### config.mk
export PLATFORM = sky130hd
export DESIGN_NAME = clip_sequencer
export DESIGN_NICKNAME = d
export VERILOG_FILES = /design/src/rtl/clip_pkg.sv /design/src/rtl/sample_prescaler.sv /design/src/rtl/clip_sequencer.sv
export SDC_FILE = /design/constraint.sdc
export NUM_CORES = 1
export LEC_CHECK = 0
export ABC_CLOCK_PERIOD_IN_PS = 3300
export CAP_MARGIN = 25
export CORE_MARGIN = 1
export CORE_UTILIZATION = 35
export CTS_CLUSTER_SIZE = 14
export DETAILED_ROUTE_END_ITERATION = 16
export GPL_TIMING_DRIVEN = 0
export PLACE_DENSITY_LB_ADDON = 0.1
export SLEW_MARGIN = 5
export SYNTH_ARGS = -nofsm -noshare
export SYNTH_HDL_FRONTEND = slang
export SYNTH_SLANG_ARGS = --single-unit
### constraint.sdc
create_clock -name clock -period 3.3 [get_ports clock]
set_input_delay 0.33 -clock clock [delete_from_list [all_inputs] [get_ports clock]]
set_output_delay 0.33 -clock clock [all_outputs]
set_load 0.01 [all_outputs]
### src/rtl/clip_pkg.sv
// rtl/clip_pkg.sv - shared types, default constants and width helper for the clip sequencer
//
// Contents:
//   seq_state_t          sequencer state encoding (IDLE, RECORD, PLAY, FINISH)
//   DEF_*                default clock, slot and clip-count constants
//   clip_width()         bit width for a value range of n, never below 1
package clip_pkg;

    typedef enum logic [1:0] {
        S_IDLE   = 2'd0,
        S_RECORD = 2'd1,
        S_PLAY   = 2'd2,
        S_FINISH = 2'd3
    } seq_state_t;

    localparam int DEF_CLKS_PER_SAMPLE  = 6250;  // 50 MHz / 8 kHz
    localparam int DEF_SAMPLES_PER_CLIP = 8000;  // one second per slot
    localparam int DEF_NUM_CLIPS        = 2;

    // Width needed to index n distinct values; a single value still gets one bit
    function automatic int clip_width(input int n);
        return (n > 1) ? $clog2(n) : 1;
    endfunction

endpackage

### src/rtl/sample_prescaler.sv
// rtl/sample_prescaler.sv - sample-period counter with clear, enable and registered wrap strobe
//
// Ports:
//   i_clk, i_rst_n   clock, asynchronous active-low reset
//   i_clr            restart the period (count := 0)
//   i_en             advance the count by one, wrapping at PERIOD-1
//   o_strobe         registered: high in the cycle the count sits at PERIOD-1
//   o_strobe_next    look-ahead of o_strobe, lets the parent register companion outputs
module sample_prescaler
    import clip_pkg::*;
#(
    parameter int PERIOD = DEF_CLKS_PER_SAMPLE
) (
    input  logic i_clk,
    input  logic i_rst_n,
    input  logic i_clr,
    input  logic i_en,
    output logic o_strobe,
    output logic o_strobe_next
);

    localparam int PW = clip_width(PERIOD);
    localparam logic [PW-1:0] LAST = PW'(PERIOD - 1);

    logic [PW-1:0] r_cnt;
    logic [PW-1:0] w_cnt_next;
    logic          r_strobe;

    always_comb begin
        w_cnt_next = r_cnt;
        if (i_clr) begin
            w_cnt_next = '0;
        end else if (i_en) begin
            w_cnt_next = (r_cnt == LAST) ? '0 : r_cnt + 1'b1;
        end
    end

    // The strobe is registered from the next count so it lines up with the
    // cycle in which the counter actually holds PERIOD-1.
    assign o_strobe_next = (i_clr || i_en) && (w_cnt_next == LAST);
    assign o_strobe      = r_strobe;

    always_ff @(posedge i_clk or negedge i_rst_n) begin
        if (!i_rst_n) begin
            r_cnt    <= '0;
            r_strobe <= 1'b0;
        end else begin
            r_cnt    <= w_cnt_next;
            r_strobe <= o_strobe_next;
        end
    end

endmodule

### src/rtl/clip_sequencer.sv
// rtl/clip_sequencer.sv - record/playback pass sequencer for the clip sample RAM
//
// Optional feature macro: CLIP_LEN_TRACK_EN (per-slot recorded-length registers;
// playback then stops at the stored length instead of the full slot).
//
// Ports:
//   clock, reset          clock, asynchronous active-low reset
//   start                 pass request, sampled in IDLE only
//   PlayOrRecord          1 = record, 0 = play (sampled with start)
//   clipNum               slot select (sampled with start, must be < NUM_CLIPS)
//   abort                 end the active pass early
//   busy                  high in RECORD, PLAY and FINISH
//   sample_strobe         one pulse per sample period while active
//   mem_addr              clipNum*SAMPLES_PER_CLIP + sample index
//   mem_we, mem_re        sample_strobe qualified by RECORD / PLAY
//   done                  one-cycle pulse in FINISH
module clip_sequencer
    import clip_pkg::*;
#(
    parameter int CLKS_PER_SAMPLE  = DEF_CLKS_PER_SAMPLE,
    parameter int SAMPLES_PER_CLIP = DEF_SAMPLES_PER_CLIP,
    parameter int NUM_CLIPS        = DEF_NUM_CLIPS
) (
    input  logic                                            clock,
    input  logic                                            reset,
    input  logic                                            start,
    input  logic                                            PlayOrRecord,
    input  logic [clip_width(NUM_CLIPS)-1:0]                clipNum,
    input  logic                                            abort,
    output logic                                            busy,
    output logic                                            sample_strobe,
    output logic [clip_width(NUM_CLIPS*SAMPLES_PER_CLIP)-1:0] mem_addr,
    output logic                                            mem_we,
    output logic                                            mem_re,
    output logic                                            done
);

    localparam int AW = clip_width(NUM_CLIPS * SAMPLES_PER_CLIP);
    localparam int IW = clip_width(SAMPLES_PER_CLIP);
    localparam int LW = clip_width(SAMPLES_PER_CLIP + 1);  // lengths reach SAMPLES_PER_CLIP

    seq_state_t    r_state, w_state_next;
    logic [AW-1:0] r_base, w_base_next, r_addr;
    logic [IW-1:0] r_idx, w_idx_next;
    logic [LW-1:0] r_limit, w_limit_next;
    logic [LW-1:0] w_play_limit;
    logic [LW-1:0] w_written;
    logic          r_busy, r_we, r_re, r_done;
    logic          w_clr, w_en, w_strobe, w_strobe_next, w_clip_ok;

    sample_prescaler #(
        .PERIOD(CLKS_PER_SAMPLE)
    ) u_prescaler (
        .i_clk        (clock),
        .i_rst_n      (reset),
        .i_clr        (w_clr),
        .i_en         (w_en),
        .o_strobe     (w_strobe),
        .o_strobe_next(w_strobe_next)
    );

    assign w_clip_ok = (int'(clipNum) < NUM_CLIPS);
    // Samples committed so far, counting a strobe being issued this cycle
    assign w_written = LW'(r_idx) + LW'(w_strobe);

`ifdef CLIP_LEN_TRACK_EN
    logic [LW-1:0] r_len [NUM_CLIPS];
    logic [clip_width(NUM_CLIPS)-1:0] r_slot;

    always_ff @(posedge clock or negedge reset) begin
        if (!reset) begin
            for (int i = 0; i < NUM_CLIPS; i++) r_len[i] <= '0;
            r_slot <= '0;
        end else begin
            if (r_state == S_IDLE && w_state_next != S_IDLE) r_slot <= clipNum;
            // Both natural completion and abort leave the written count behind
            if (r_state == S_RECORD && w_state_next == S_FINISH) r_len[r_slot] <= w_written;
        end
    end

    assign w_play_limit = w_clip_ok ? r_len[clipNum] : '0;
`else
    assign w_play_limit = LW'(SAMPLES_PER_CLIP);
`endif

    always_comb begin
        w_state_next = r_state;
        w_base_next  = r_base;
        w_idx_next   = r_idx;
        w_limit_next = r_limit;
        w_clr        = 1'b0;
        w_en         = 1'b0;
        case (r_state)
            S_IDLE: begin
                if (start && w_clip_ok) begin
                    w_state_next = PlayOrRecord ? S_RECORD : S_PLAY;
                    w_base_next  = AW'(clipNum) * AW'(SAMPLES_PER_CLIP);
                    w_idx_next   = '0;
                    w_limit_next = PlayOrRecord ? LW'(SAMPLES_PER_CLIP) : w_play_limit;
                    w_clr        = 1'b1;
                end
            end
            S_RECORD, S_PLAY: begin
                // The final strobe wins over abort only in the sense that it
                // was already issued this cycle; both lead to FINISH.
                if (r_limit == '0) begin
                    w_state_next = S_FINISH;
                end else if (w_strobe && (LW'(r_idx) == r_limit - 1'b1)) begin
                    w_state_next = S_FINISH;
                end else if (abort) begin
                    w_state_next = S_FINISH;
                end else begin
                    w_en = 1'b1;
                    if (w_strobe) w_idx_next = r_idx + 1'b1;
                end
            end
            S_FINISH: w_state_next = S_IDLE;
            default:  w_state_next = S_IDLE;
        endcase
    end

    always_ff @(posedge clock or negedge reset) begin
        if (!reset) begin
            r_state <= S_IDLE;
            r_base  <= '0;
            r_idx   <= '0;
            r_limit <= '0;
            r_addr  <= '0;
            r_busy  <= 1'b0;
            r_we    <= 1'b0;
            r_re    <= 1'b0;
            r_done  <= 1'b0;
        end else begin
            r_state <= w_state_next;
            r_base  <= w_base_next;
            r_idx   <= w_idx_next;
            r_limit <= w_limit_next;
            r_addr  <= w_base_next + AW'(w_idx_next);
            r_busy  <= (w_state_next != S_IDLE);
            r_done  <= (w_state_next == S_FINISH);
            r_we    <= w_strobe_next && (w_state_next == S_RECORD);
            r_re    <= w_strobe_next && (w_state_next == S_PLAY);
        end
    end

    assign busy          = r_busy;
    assign sample_strobe = w_strobe;
    assign mem_addr      = r_addr;
    assign mem_we        = r_we;
    assign mem_re        = r_re;
    assign done          = r_done;

endmodule
# Yosys cells after proc, flatten, opt, wreduce, memory -nomap -nowiden
# Index checks and enable logic that the tools add are counted.
[classes]
n_addsub = 4
multipliers = 1
div = 0
magnitude_cmp = 0
eq_ne = 9
shifts = 0
muxes = 23
bitwise = 0
n_reduce_logical = 10
[ops]
columns = ["operator", "n"]
rows = [
  ["$mux W13", 8],
  ["$mux W14", 2],
  ["$add A13 B1 Y13 const B", 2],
  ["$eq A13 B13 Y1 const B", 2],
  ["$pmux W13 S2", 1],
  ["$add A14 B13 Y14", 1],
  ["$eq A13 B13 Y1", 1],
  ["$logic_not A13 Y1", 1],
  ["$mux W2", 5],
  ["$sub A9 B2 Y10 const B", 1],
  ["$eq A2 B2 Y1 const B", 4],
  ["$mul A1 B7 Y8 const B", 1],
  ["$mux W1", 6],
  ["$pmux W2 S3", 1],
  ["$eq A2 B1 Y1 const B", 2],
  ["$logic_and A1 B1 Y1", 4],
  ["$logic_not A2 Y1", 1],
  ["$reduce_and A2 Y1", 1],
  ["$reduce_bool A2 Y1", 1],
  ["$reduce_or A2 Y1", 1],
  ["$logic_or A1 B1 Y1", 1],
]
[word_totals]
reg_bits = 62
latch_bits = 0
mem_bits_rw = 0
romBits = 0
in_bits = 6
output_inout_bits = 19
word_cells = 58
n_memories = 0

# Longest topological paths before layout
[depth]
word_depth = 11
mapped_depth = 15
depth_no_buf = 15

# By module
# Synthesis repeated with hierarchy kept, for this count alone.
[hier_totals]
cells_unflattened = 355
hier_area_um2 = 3495.9
[modules_own_cells]
columns = ["module", "n_inst", "cells_each", "area_per_inst_um2", "seq_area_each_um2"]
rows = [
  ["clip_sequencer", 1, 268, 2668.8, 1201.2],
  ["sample_prescaler", 1, 87, 827.0, 350.3],
]

# Worst setup path before layout
# OpenSTA, ideal clock, no wires.
[synth_path]
path_kind = "register to register"
start = "register r_idx[0]"
end = "register r_addr[13] (netlist: mem_addr[13])"
setup_time_ns = 0.069
arrival_time_ns = 3.249
required_ns = 3.231
setup_slack_ns = -0.018
path_stages_with_launch = 15
path_buffers = 0
period_less_slack_ns = 3.318
cell_sequence = "dfrtp_1 ha_1 and2_1 nand4_1 nand3_1 nor3b_1 a21oi_1 o21ai_0 ha_1 a211oi_1 o21ai_0 a31oi_1 a21oi_1 or4_1 nand3_1"
[synth_between]
elab_chain_len = 7
elab_cells_between_ends = 10
cone_classes = "2 x add/sub; 1 x eq/ne; 6 x mux; 1 x reduce/logical"
[synth_lines]
columns = ["element", "line", "text"]
rows = [
  ["from (decl)", "clip_sequencer.sv:44", "logic [IW-1:0] r_idx, w_idx_next;"],
  ["from (signal assigned)", "clip_sequencer.sv:136", "r_idx <= w_idx_next;"],
  ["$add A13 B1 Y13", "clip_sequencer.sv:114", "if (w_strobe) w_idx_next = r_idx + 1'b1;"],
  ["$mux W13", "clip_sequencer.sv:114", ""],
  ["$mux W13", "clip_sequencer.sv:110", "end else if (abort) begin"],
  ["$mux W13 (*)", "clip_sequencer.sv:108", "end else if (w_strobe && (LW'(r_idx) == r_limit - 1'b1)) begin"],
  ["$mux W13 (*)", "clip_sequencer.sv:106", "if (r_limit == '0) begin"],
  ["$pmux W13 S2 (*)", "clip_sequencer.sv:93", "case (r_state)"],
  ["named net w_idx_next[1]", "clip_sequencer.sv:44", ""],
  ["$add A14 B13 Y14 (*)", "clip_sequencer.sv:138", "r_addr <= w_base_next + AW'(w_idx_next);"],
  ["to (signal assigned)", "clip_sequencer.sv:138", ""],
  ["to (decl)", "clip_sequencer.sv:43", "logic [AW-1:0] r_base, w_base_next, r_addr;"],
]
# Mark *: on every way through the listed nets, which the timed path passes. The rest lies on a longest branch.
# A chain may end at the register's enable or synchronous reset.

# Final worst setup path
[layout_path]
start = "register r_idx[1]"
end = "register r_addr[13] (netlist: mem_addr[13])"
[layout_between]
elab_chain_len = 7
elab_cells_between_ends = 10
cone_classes = "2 x add/sub; 1 x eq/ne; 6 x mux; 1 x reduce/logical"
[layout_lines]
columns = ["element", "line"]
rows = [
  ["$add A13 B1 Y13", "clip_sequencer.sv:114"],
  ["$mux W13", "clip_sequencer.sv:114"],
  ["$mux W13", "clip_sequencer.sv:110"],
  ["$mux W13", "clip_sequencer.sv:108"],
  ["$mux W13", "clip_sequencer.sv:106"],
  ["$pmux W13 S2 (*)", "clip_sequencer.sv:93"],
  ["named net w_idx_next[1]", "clip_sequencer.sv:44"],
  ["$add A14 B13 Y14 (*)", "clip_sequencer.sv:138"],
]
# Marked as above.

==> impl_metrics.env <==
export IMPL_drtAntennaViolNets=0
export IMPL_grt_total_usage=0.172
export IMPL_async_flop_share=1.00
export IMPL_htreeDepth=3
export IMPL_io_buffers=24
export IMPL_grt_overflow=0
export IMPL_m1WireLength_microns=4250
export IMPL_drive_above_1_share=0.201
export IMPL_cts_tree="built"
export IMPL_maxSlewViolCount=0
export IMPL_clock_skew_ps=12.7
export IMPL_critPathRequiredTime_ps=3570
export IMPL_synth_area_leaders="dfrtp_1, ha_1, nand2_1, o21ai_0, and2_1"
export IMPL_grt_first_pass_wirelength_microns=13500
export IMPL_p_leak_nw=1.96
export IMPL_area_growth_syn_to_layout_pct=25.4
export IMPL_dr_wl_met3_microns=221
export IMPL_grt_max_degree=63
export IMPL_die_x_microns=101
export IMPL_finalCritPeriodShare=0.981
export IMPL_min_period_ps=3240
export IMPL_wl_microns=8170
export IMPL_nFillCells=939
export IMPL_first_pass_iters=4
export IMPL_min_path_type="primary input to async pin"
export IMPL_synth_area_sq_um=3460
export IMPL_cts_sinks=62
export IMPL_timing_fmax_mhz=309
export IMPL_synth_seq_cells=62
export IMPL_yosysWarningCount=0
export IMPL_place_inst=504
export IMPL_std_cell_rows=35
export IMPL_die_y_microns=101
export IMPL_ys_flop_type="dfrtp_1"
export IMPL_worst_setup_path_end_kind="flip-flop"
export IMPL_layout_nets=418
export IMPL_hpwl_microns=5460
export IMPL_die_area_sq_um=10300
export IMPL_met2_length_microns=3620
export IMPL_relSlewSlack=0.474
export IMPL_totalPowerFinal_mw=2.40
export IMPL_yosysTopAreaCell="dfrtp_1"
export IMPL_antenna_cells=0
export IMPL_initial_core_util=0.368
export IMPL_syn_avg_cell_area_sq_um=9.86
export IMPL_clkTransAtPathRegs_ps=80
export IMPL_drt_iter0_drc=111
export IMPL_grt_pass1_vias=2678
export IMPL_synth_cell_types=56
export IMPL_power_density_nw_per_um2=553
export IMPL_clk_root_buffer_cell="clkbuf_8"
export IMPL_synth_most_common_cell="dfrtp_1"
export IMPL_place_gp_congestion=0.866
export IMPL_via_per_inst=5.17
export IMPL_synth_edff_count=0
export IMPL_crit_fanout=6
export IMPL_vdd_drop_max_mv=0.331
export IMPL_ys_seq_area_frac=0.448
export IMPL_cp_data_arrival_time_ps=3510
export IMPL_cp_start_kind="flip-flop"
export IMPL_maxCapViolCount=0
export IMPL_cts_buffers=9
export IMPL_ctsLongestPathBuffers=2
export IMPL_antenna_found_initial=0
export IMPL_worst_slew_pin_slew_ps=789
export IMPL_coreArea_sq_um=9420
export IMPL_rsz0062_at_grt="true"
export IMPL_finalNonFillerCells=527
export IMPL_multiInputGateArea_sq_um=2050
export IMPL_regArea_sq_um=1550
export IMPL_ioPinCount=25
export IMPL_run_status="finished, final reports clean"
export IMPL_syn_inst=351
export IMPL_dr_max_layer_used="met4"
export IMPL_drc=0
export IMPL_finalHoldViolations=0
export IMPL_routedWlPerCell_microns=15.5
export IMPL_yosys_area_top_type_share=0.448
export IMPL_critPathKind="flip-flop to flip-flop"
export IMPL_synth_nets=376
export IMPL_fin_setup_tns_ps=0
export IMPL_clk_latency_ps=340
export IMPL_num_vias=2726
export IMPL_synth_common_cells="dfrtp_1, nand2_1, nor2_1"
export IMPL_setup_viol=0
## cells by family after synthesis
| family | count (synthesis) | share of synthesized area |
|---|---|---|
| mux | 5 | 0.0159 |
| simple gates | 152 | 0.251 |
| compound gates | 73 | 0.140 |
| xor+xnor | 20 | 0.0506 |
| flops | 62 | 0.448 |
| fa+ha+maj | 19 | 0.0708 |
| buf+inv | 20 | 0.0239 |
## cell type report
class,count,area share
inverter,9,0.00778
tap,129,0.0372
sequential,62,0.358
buffer,9,0.0130
multi-input combinational,269,0.471
clock buffer,13,0.0389
clock inverter,3,0.00403
timing repair buffer,33,0.0703
## routing by layer
metal	global-route usage	vias up
li1	-	1360
met1	0.245	1320
met2	0.257	38
met3	0.0421	8
met4	0.0513	0
met5	0	-
## metrics by stage
step,worst slack (ps),instance area [sq um],util,hold slack (ps)
3_5_place_dp,-996,3860,0.410,468
2_1_floorplan,89.7,3460,-,34.4
4_1_cts,3.06,4150,0.441,107
5_1_grt,-70.1,4340,0.461,150
3_3_place_gp,-1030,3860,0.410,461
6_report,62.2,4340,0.461,78.9
## worst max-delay path: stages, from the launching register on
cell	delay, ps
dfrtp_1	430
ha_4	190
and2_4	150
nand4_1	180
nand3_4	150
nor3b_4	220
a21oi_2	60
o21ai_2	200
ha_4	250
a211oi_4	290
o21ai_2	130
a31oi_4	250
a21oi_4	90
or4_1	500
nand3_1	80
## state kept, by name (all words and copies together) (netlist names)
name,flops
u_prescaler.r_cnt,13
busy,1
r_idx,13
done,1
r_base,14
r_limit,1
r_state,2
u_prescaler.o_strobe,1
mem_re,1
mem_addr,14
mem_we,1
## worst paths after layout
kind | start | endpoint | slack (ps) | depth (start not counted)
max | r_idx[1] | mem_addr[13] | 60 | 14
min in group clock | r_base[11] | r_base[11] | 480 | 1
min reg2reg | r_base[11] | r_base[11] | 480 | 1
max reg2reg | r_idx[1] | mem_addr[13] | 60 | 14
min | reset | mem_addr[1] | 80 | 1
max in group asynchronous | reset | r_idx[0] | 2670 | 1
## what timing repair did
item / in CTS / in global routing
setup endpoints to repair: 10 / 4
gates resized for setup: 25 / 29
buffers inserted: 3 / 6
pin swaps: 5 / 15
hold buffers: 0 / 0
## where the power goes
part           internal, mW  total (mW)  switching, mW
Combinational         0.336       0.846          0.510
Clock                 0.332       0.631          0.298
Sequential            0.868       0.927         0.0590
Total                  1.54        2.40          0.867
## cell usage in the layout, fill, tap and decap left out, types with 5 or more instances in the layout
cell and count:
a21o_1 8, a21oi_1 14, and2_1 13, and3_1 8, and4_1 5, buf_4 11
clkbuf_8 13, clkdlybuf4s50_1 23, dfrtp_1 61, ha_1 10, ha_4 5, inv_1 9
nand2_1 33, nand3_1 10, nand4_1 6, nor2_1 20, nor3_1 12, o21ai_0 12
o21ai_2 5, xnor2_1 10, xor2_1 10
No activity file was read; power rests on OpenSTA's default activity.
